## config.mk

```make
export PLATFORM = sky130hd
export DESIGN_NAME = id_ex_stage
export DESIGN_NICKNAME = d
export VERILOG_FILES = /design/src/rtl/cpu_pkg.sv /design/src/rtl/load_use_detect.sv /design/src/rtl/id_ex_stage.sv
export SDC_FILE = /design/constraint.sdc
export NUM_CORES = 1
export LEC_CHECK = 0
export BUFFER_PORTS_ARGS = -buffer_cell sky130_fd_sc_hd__buf_2
export CAP_MARGIN = 20
export CORE_MARGIN = 2
export CORE_UTILIZATION = 41
export DETAILED_ROUTE_END_ITERATION = 8
export PLACE_DENSITY_LB_ADDON = 0.2
export SETUP_SLACK_MARGIN = 0.15
export SLEW_MARGIN = 40
export SYNTH_ARGS = -nofsm -noshare
export SYNTH_HDL_FRONTEND = slang
export SYNTH_SLANG_ARGS = --single-unit
```

## constraint.sdc

```tcl
create_clock -name clk_i -period 1.65 [get_ports clk_i]
set_clock_uncertainty 0.1 [all_clocks]
set_input_delay 0.0825 -clock clk_i [delete_from_list [all_inputs] [get_ports clk_i]]
set_output_delay 0.0825 -clock clk_i [all_outputs]
set_load 0.05 [all_outputs]
```

## src/rtl/cpu_pkg.sv

```systemverilog
// rtl/cpu_pkg.sv - shared MIPS core constants and decoder control bundle
package cpu_pkg;

  localparam logic [5:0] OP_RTYPE = 6'b000000;
  localparam logic [5:0] OP_ADDI  = 6'b001000;
  localparam logic [5:0] OP_LW    = 6'b100011;
  localparam logic [5:0] OP_SW    = 6'b101011;
  localparam logic [5:0] OP_BEQ   = 6'b000100;
  localparam logic [5:0] OP_J     = 6'b000010;

  localparam logic [1:0] ALUOP_ADD   = 2'b00;
  localparam logic [1:0] ALUOP_RTYPE = 2'b10;
  localparam logic [1:0] ALUOP_IMM   = 2'b11;

  typedef struct packed {
    logic       reg_dst;
    logic       alu_src;
    logic       mem_to_reg;
    logic       reg_write;
    logic       mem_read;
    logic       mem_write;
    logic [1:0] alu_op;
  } ctrl_t;

  localparam ctrl_t CTRL_BUBBLE = '{reg_dst: 1'b0, alu_src: 1'b0, mem_to_reg: 1'b0,
                                    reg_write: 1'b0, mem_read: 1'b0, mem_write: 1'b0,
                                    alu_op: ALUOP_ADD};

  // rt is a destination only for I-type writers (addi, lw).
  function automatic logic rt_is_source(input ctrl_t c);
    return !(!c.reg_dst && c.alu_src && !c.mem_write);
  endfunction

endpackage

```

## src/rtl/load_use_detect.sv

```systemverilog
// rtl/load_use_detect.sv - combinational load-use hazard detect against the EX load
module load_use_detect #(
  parameter int REG_AW = 5
) (
  input  logic [REG_AW-1:0] i_rs,
  input  logic [REG_AW-1:0] i_rt,
  input  logic              i_rt_is_src,
  input  logic [REG_AW-1:0] i_ex_rt,
  input  logic              i_ex_mem_read,
  input  logic              i_ex_valid,
  output logic              o_stall
);

  logic w_rs_match;
  logic w_rt_match;

  assign w_rs_match = (i_ex_rt == i_rs);
  assign w_rt_match = (i_ex_rt == i_rt) && i_rt_is_src;
  assign o_stall    = i_ex_mem_read && i_ex_valid && (i_ex_rt != '0) &&
                      (w_rs_match || w_rt_match);

endmodule

```

## src/rtl/id_ex_stage.sv

```systemverilog
// rtl/id_ex_stage.sv - ID/EX pipeline register with load-use stall; ID_EX_PERF_CNT_EN adds bubble_cnt_o
module id_ex_stage
  import cpu_pkg::*;
#(
  parameter int DATA_W = 32,
  parameter int REG_AW = 5
) (
  input  logic              clk_i,
  input  logic              rst_i,
  input  logic              RegDst_i,
  input  logic              ALUSrc_i,
  input  logic              MemtoReg_i,
  input  logic              RegWrite_i,
  input  logic              MemRead_i,
  input  logic              MemWrite_i,
  input  logic [1:0]        ALUOp_i,
  input  logic [DATA_W-1:0] rs_data_i,
  input  logic [DATA_W-1:0] rt_data_i,
  input  logic [DATA_W-1:0] imm_i,
  input  logic [5:0]        funct_i,
  input  logic [REG_AW-1:0] rs_i,
  input  logic [REG_AW-1:0] rt_i,
  input  logic [REG_AW-1:0] rd_i,
  input  logic              hold_i,
  input  logic              flush_i,
  output logic              stall_o,
  output logic              ex_RegDst_o,
  output logic              ex_ALUSrc_o,
  output logic              ex_MemtoReg_o,
  output logic              ex_RegWrite_o,
  output logic              ex_MemRead_o,
  output logic              ex_MemWrite_o,
  output logic [1:0]        ex_ALUOp_o,
  output logic [DATA_W-1:0] ex_rs_data_o,
  output logic [DATA_W-1:0] ex_rt_data_o,
  output logic [DATA_W-1:0] ex_imm_o,
  output logic [5:0]        ex_funct_o,
  output logic [REG_AW-1:0] ex_rs_o,
  output logic [REG_AW-1:0] ex_rt_o,
  output logic [REG_AW-1:0] ex_rd_o,
`ifdef ID_EX_PERF_CNT_EN
  output logic [31:0]       bubble_cnt_o,
`endif
  output logic              ex_valid_o
);

  ctrl_t             w_id_ctrl;
  ctrl_t             r_ctrl;
  logic              r_valid;
  logic [DATA_W-1:0] r_rs_data;
  logic [DATA_W-1:0] r_rt_data;
  logic [DATA_W-1:0] r_imm;
  logic [5:0]        r_funct;
  logic [REG_AW-1:0] r_rs;
  logic [REG_AW-1:0] r_rt;
  logic [REG_AW-1:0] r_rd;
  logic              w_stall;
  logic              w_load_bubble;

  assign w_id_ctrl = '{reg_dst: RegDst_i, alu_src: ALUSrc_i, mem_to_reg: MemtoReg_i,
                       reg_write: RegWrite_i, mem_read: MemRead_i, mem_write: MemWrite_i,
                       alu_op: ALUOp_i};

  load_use_detect #(.REG_AW(REG_AW)) u_load_use_detect (
    .i_rs          (rs_i),
    .i_rt          (rt_i),
    .i_rt_is_src   (rt_is_source(w_id_ctrl)),
    .i_ex_rt       (r_rt),
    .i_ex_mem_read (r_ctrl.mem_read),
    .i_ex_valid    (r_valid),
    .o_stall       (w_stall)
  );

  assign w_load_bubble = flush_i || w_stall;

  // Bubbles still capture data and specifiers; only control and valid are cleared.
  always_ff @(posedge clk_i or negedge rst_i) begin
    if (!rst_i) begin
      r_ctrl    <= CTRL_BUBBLE;
      r_valid   <= 1'b0;
      r_rs_data <= '0;
      r_rt_data <= '0;
      r_imm     <= '0;
      r_funct   <= '0;
      r_rs      <= '0;
      r_rt      <= '0;
      r_rd      <= '0;
    end else if (!hold_i) begin
      r_ctrl    <= w_load_bubble ? CTRL_BUBBLE : w_id_ctrl;
      r_valid   <= !w_load_bubble;
      r_rs_data <= rs_data_i;
      r_rt_data <= rt_data_i;
      r_imm     <= imm_i;
      r_funct   <= funct_i;
      r_rs      <= rs_i;
      r_rt      <= rt_i;
      r_rd      <= rd_i;
    end
  end

`ifdef ID_EX_PERF_CNT_EN
  logic [31:0] r_bubble_cnt;

  always_ff @(posedge clk_i or negedge rst_i) begin
    if (!rst_i) begin
      r_bubble_cnt <= '0;
    end else if (!hold_i && w_load_bubble) begin
      r_bubble_cnt <= r_bubble_cnt + 32'd1;
    end
  end

  assign bubble_cnt_o = r_bubble_cnt;
`endif

  assign stall_o       = w_stall;
  assign ex_RegDst_o   = r_ctrl.reg_dst;
  assign ex_ALUSrc_o   = r_ctrl.alu_src;
  assign ex_MemtoReg_o = r_ctrl.mem_to_reg;
  assign ex_RegWrite_o = r_ctrl.reg_write;
  assign ex_MemRead_o  = r_ctrl.mem_read;
  assign ex_MemWrite_o = r_ctrl.mem_write;
  assign ex_ALUOp_o    = r_ctrl.alu_op;
  assign ex_rs_data_o  = r_rs_data;
  assign ex_rt_data_o  = r_rt_data;
  assign ex_imm_o      = r_imm;
  assign ex_funct_o    = r_funct;
  assign ex_rs_o       = r_rs;
  assign ex_rt_o       = r_rt;
  assign ex_rd_o       = r_rd;
  assign ex_valid_o    = r_valid;

endmodule

```

==> metrics list <==
* Starting utilization of the core area: 0.415
- Fin worst setup slack: -0.335 ns
- Final critical path time including I/O delays and setup: roughly 2 ns
* Flop and latch count out of synthesis: 126
- Launch instance of the worst register-to-register path: ex_rt_o[4]
- STA classifies the critical path startpoint as a register.
- Yosys mapped the design onto 24 distinct sky130hd cell types.
- Yosys printed 0 warnings.
- Timing would allow up to roughly 0.50 GHz.
- The share of synthesized area in the top cell type comes to 0.641.
- Data on the critical path is required at its endpoint by approximately 1.5 ns.
- Maximum number of pins on one net before global-route repair: 49
- Across the run, the number of max-cap violations was 0.
- Top FF cell, synth: sky130_fd_sc_hd__dfrtp_1
- First-pass iteration count of the detailed router: 4
* Area growth from synthesis to layout: 71.3%
- Avg WL per Cell: 16.0 um
- Sorting the synthesized cells by area gives the leading types as sky130_fd_sc_hd__dfrtp_1, sky130_fd_sc_hd__mux2_2, sky130_fd_sc_hd__xor2_1.
- Standby leakage power: 4.01 nW
- In this run the worst path has a maximum fanout of 3.
* Number of enable-type register cells in the synthesized netlist: 0
* Total Routing Usage GR: 0.223
- The repair_antennas step left the layout with diodes totalling 0.
* Cell accounting for the most synthesized area: sky130_fd_sc_hd__dfrtp_1
* Die X: 114 um
* Failing checks: setup timing
- Mean cell area of the mapped netlist: 15.8 um^2
- The number of hold-slack violations in the final timing report came to 0.
- Once detailed placement completed, the half-perimeter wirelength came to 8640 um.
- For this run, asynchronously set or reset flops after synthesis account for 1.00.
- Pin placement for this block handled roughly 260 I/O pins.
* Post-Place Cell Area: about 6500 um^2
- Post-detailed-route count of antenna-violating nets: 0
- Worst Max-Slew Pin Slew: a little over 0.4 ns
- Gate count after technology mapping: 312
- Via count: 4169
- The first global-routing pass estimated 22300 um of wire.
- The die covers 12900 um^2.
- Counting the buffers created by CTS gives 17.
- At the worst endpoint, the arrival time is 1.80 ns.
- After clock tree synthesis, the clock-pin slew on the worst setup and hold paths is roughly 0.050 ns.
- The flow ran to the end, but the final reports show violations.
- Row generation in the floorplan step produced 40 rows.
- After routing the design area is about 8400 um^2.
* Die span in y: 114 um
- The congestion estimate from routability-driven global placement came to 0.765.
- In this run the critical register-to-register path is captured at ex_MemWrite_o.
- Clock latency of the later-clocked register in the worst-skew pair: approximately 0.4 ns
- Buffers on Ports: 255
* Total wire length after detailed routing: 14000 um
* Hold Crit Class: input pin to async pin
- Dividing total power by cell area gives a power density of roughly 1200 nW/um^2.
* Leftover overflow at the end of global routing: 0
- The number of cells on the worst reg-to-reg path is 5.
- Vias in the first global route: 4629
* Count of filler cells inserted in the layout: 804
* Antenna violations before repair: 0
* Relative slew slack: 0.724
- CTS tree: done
* Maximum number of buffers from clock root to sink: 2
* Number of clock sinks: 126
- After detailed routing, the number of remaining DRC violations is 0.
- Average via count per standard cell: 4.75
* Final-report max-slew violation count: 0
- RSZ-0062 raised after global routing: true
* Final layout net count: 848
- After the first detailed-routing iteration, the DRC count stood at roughly 200.
- Prior to clock tree synthesis, the placed netlist has a worst setup slack of -0.0972 ns.
- Of the cells placed in the final design, the portion with a size suffix greater than 1 is 0.583.
- Worst Setup Path Type: register to output pin
* Peak supply drop: 0.765 mV
- Hold Slack: 0.0239 ns
- Placeable core area: 11900 um^2
- Post-route fraction of the period consumed by the critical path: 1.20
- For this run, the register share of the synthesized area comes to 0.641.
- Setup violations remaining at the end of the flow were counted as 10.
* Depth of the CTS H-tree: 4
- The number of nets handed over by synthesis was 441.
- The worst register-to-register path has a setup slack of -0.13 ns.
- Summing every instance area after synthesis gives 4920 um^2.
* CTS root buffer: sky130_fd_sc_hd__clkbuf_16
* CP Capture Type: output pin
## cell type report
class / count / area (um^2) / share of cell area
clock inverters: 7 / 113 / 0.0134
well taps: 147 / 184 / 0.0218
multi-input cells: 169 / 1710 / 0.203
clock buffers: 24 / 462 / 0.0548
repair buffers: 403 / 2800 / 0.332
inverters: 2 / 7.51 / 0.000891
flip-flops and latches: 126 / 3160 / 0.375
## worst max-delay path by stage
stage / from / endpoint / cells after the start
finish: ex_rt_o[4] / stall_o / 4
detailed placement: ex_rt_o[4] / stall_o / 4
global placement: ex_rt_o[4] / stall_o / 4
floorplan: ex_rt_o[0] / stall_o / 4
CTS: ex_rt_o[4] / stall_o / 4
global route: ex_rt_o[1] / stall_o / 5
## sequential cells by signal (all words and copies together), names as in the netlist
signal and cells:
ex_rd_o 5, ex_MemRead_o 1, ex_MemtoReg_o 1, ex_rs_o 5, ex_RegWrite_o 1, ex_imm_o 32, ex_rs_data_o 32, ex_ALUSrc_o 1
ex_RegDst_o 1, ex_valid_o 1, ex_ALUOp_o 2, ex_rt_o 5, ex_funct_o 6, ex_MemWrite_o 1, ex_rt_data_o 32
## critical path: stages, from the launching register on
cell and delay, ns:
sky130_fd_sc_hd__dfrtp_2 0.43, sky130_fd_sc_hd__or4_4 0.53, sky130_fd_sc_hd__o211ai_4 0.22, sky130_fd_sc_hd__nor2b_4 0.06, sky130_fd_sc_hd__buf_8 0.15
## through the flow
step           total power [mW]   util  instances  setup TNS [ns]
6_report                   9.81  0.711        878           -1.16
5_1_grt                    10.2  0.711        878           -1.62
4_1_cts                    9.86  0.709        878           -1.03
3_5_place_dp               5.92  0.545        711          -0.483
3_3_place_gp               5.87  0.545        711          -0.198
2_1_floorplan              5.21      -        312           -1.09
## Yosys cell counts, types with 2 or more instances
cell type	number
sky130_fd_sc_hd__o21ai_2	3
sky130_fd_sc_hd__nand3_1	5
sky130_fd_sc_hd__xor2_1	10
sky130_fd_sc_hd__clkbuf_1	2
sky130_fd_sc_hd__mux2_2	117
sky130_fd_sc_hd__a22oi_1	5
sky130_fd_sc_hd__dfrtp_1	126
sky130_fd_sc_hd__buf_2	13
sky130_fd_sc_hd__nor2_1	4
sky130_fd_sc_hd__a32oi_1	3
sky130_fd_sc_hd__nand2_1	3
sky130_fd_sc_hd__and3_1	5
sky130_fd_sc_hd__o21ai_1	5
## report_power, final
part	internal [mW]	switching, mW	total [mW]
Clock	2.40	1.26	3.65
Sequential	3.41	0.172	3.59
Combinational	0.882	1.69	2.57
Total	6.69	3.11	9.81
## cell usage in the layout (no fill, tap or decap), types with 5 or more instances in the layout
cell type,count
sky130_fd_sc_hd__buf_4,10
sky130_fd_sc_hd__mux2_2,117
sky130_fd_sc_hd__buf_2,252
sky130_fd_sc_hd__clkbuf_1,6
sky130_fd_sc_hd__and3_1,5
sky130_fd_sc_hd__dfrtp_2,5
sky130_fd_sc_hd__a22oi_1,5
sky130_fd_sc_hd__nand3_1,5
sky130_fd_sc_hd__dfrtp_1,121
sky130_fd_sc_hd__xor2_1,9
sky130_fd_sc_hd__dlygate4sd3_1,134
sky130_fd_sc_hd__o21ai_1,5
sky130_fd_sc_hd__clkbuf_16,17
## logic make-up after synthesis
group | Yosys count | share of synthesized area
flops | 126 | 0.641
mux | 118 | 0.270
simple gates | 21 | 0.0226
compound gates | 20 | 0.0326
buf+inv | 17 | 0.0163
xor+xnor | 10 | 0.0178
## per-layer routing
layer / wire length, um / part of all wire / GRT usage / up-vias
li1: - / - / - / 1929
met1: 5290 / 0.38 / 0.242 / 2025
met2: 7300 / 0.52 / 0.393 / 185
met3: 1070 / 0.076 / 0.0691 / 30
met4: 366 / 0.026 / 0.115 / 0
met5: 0 / 0 / 0 / -
## timing repair
action,in CTS,in global routing
hold buffers,134,0
hold endpoints to repair,251,0
setup endpoints to repair,10,10
pin swaps,3,4
setup buffers,2,0
resized for setup,3,4
Power figures use the tool's default switching activity.
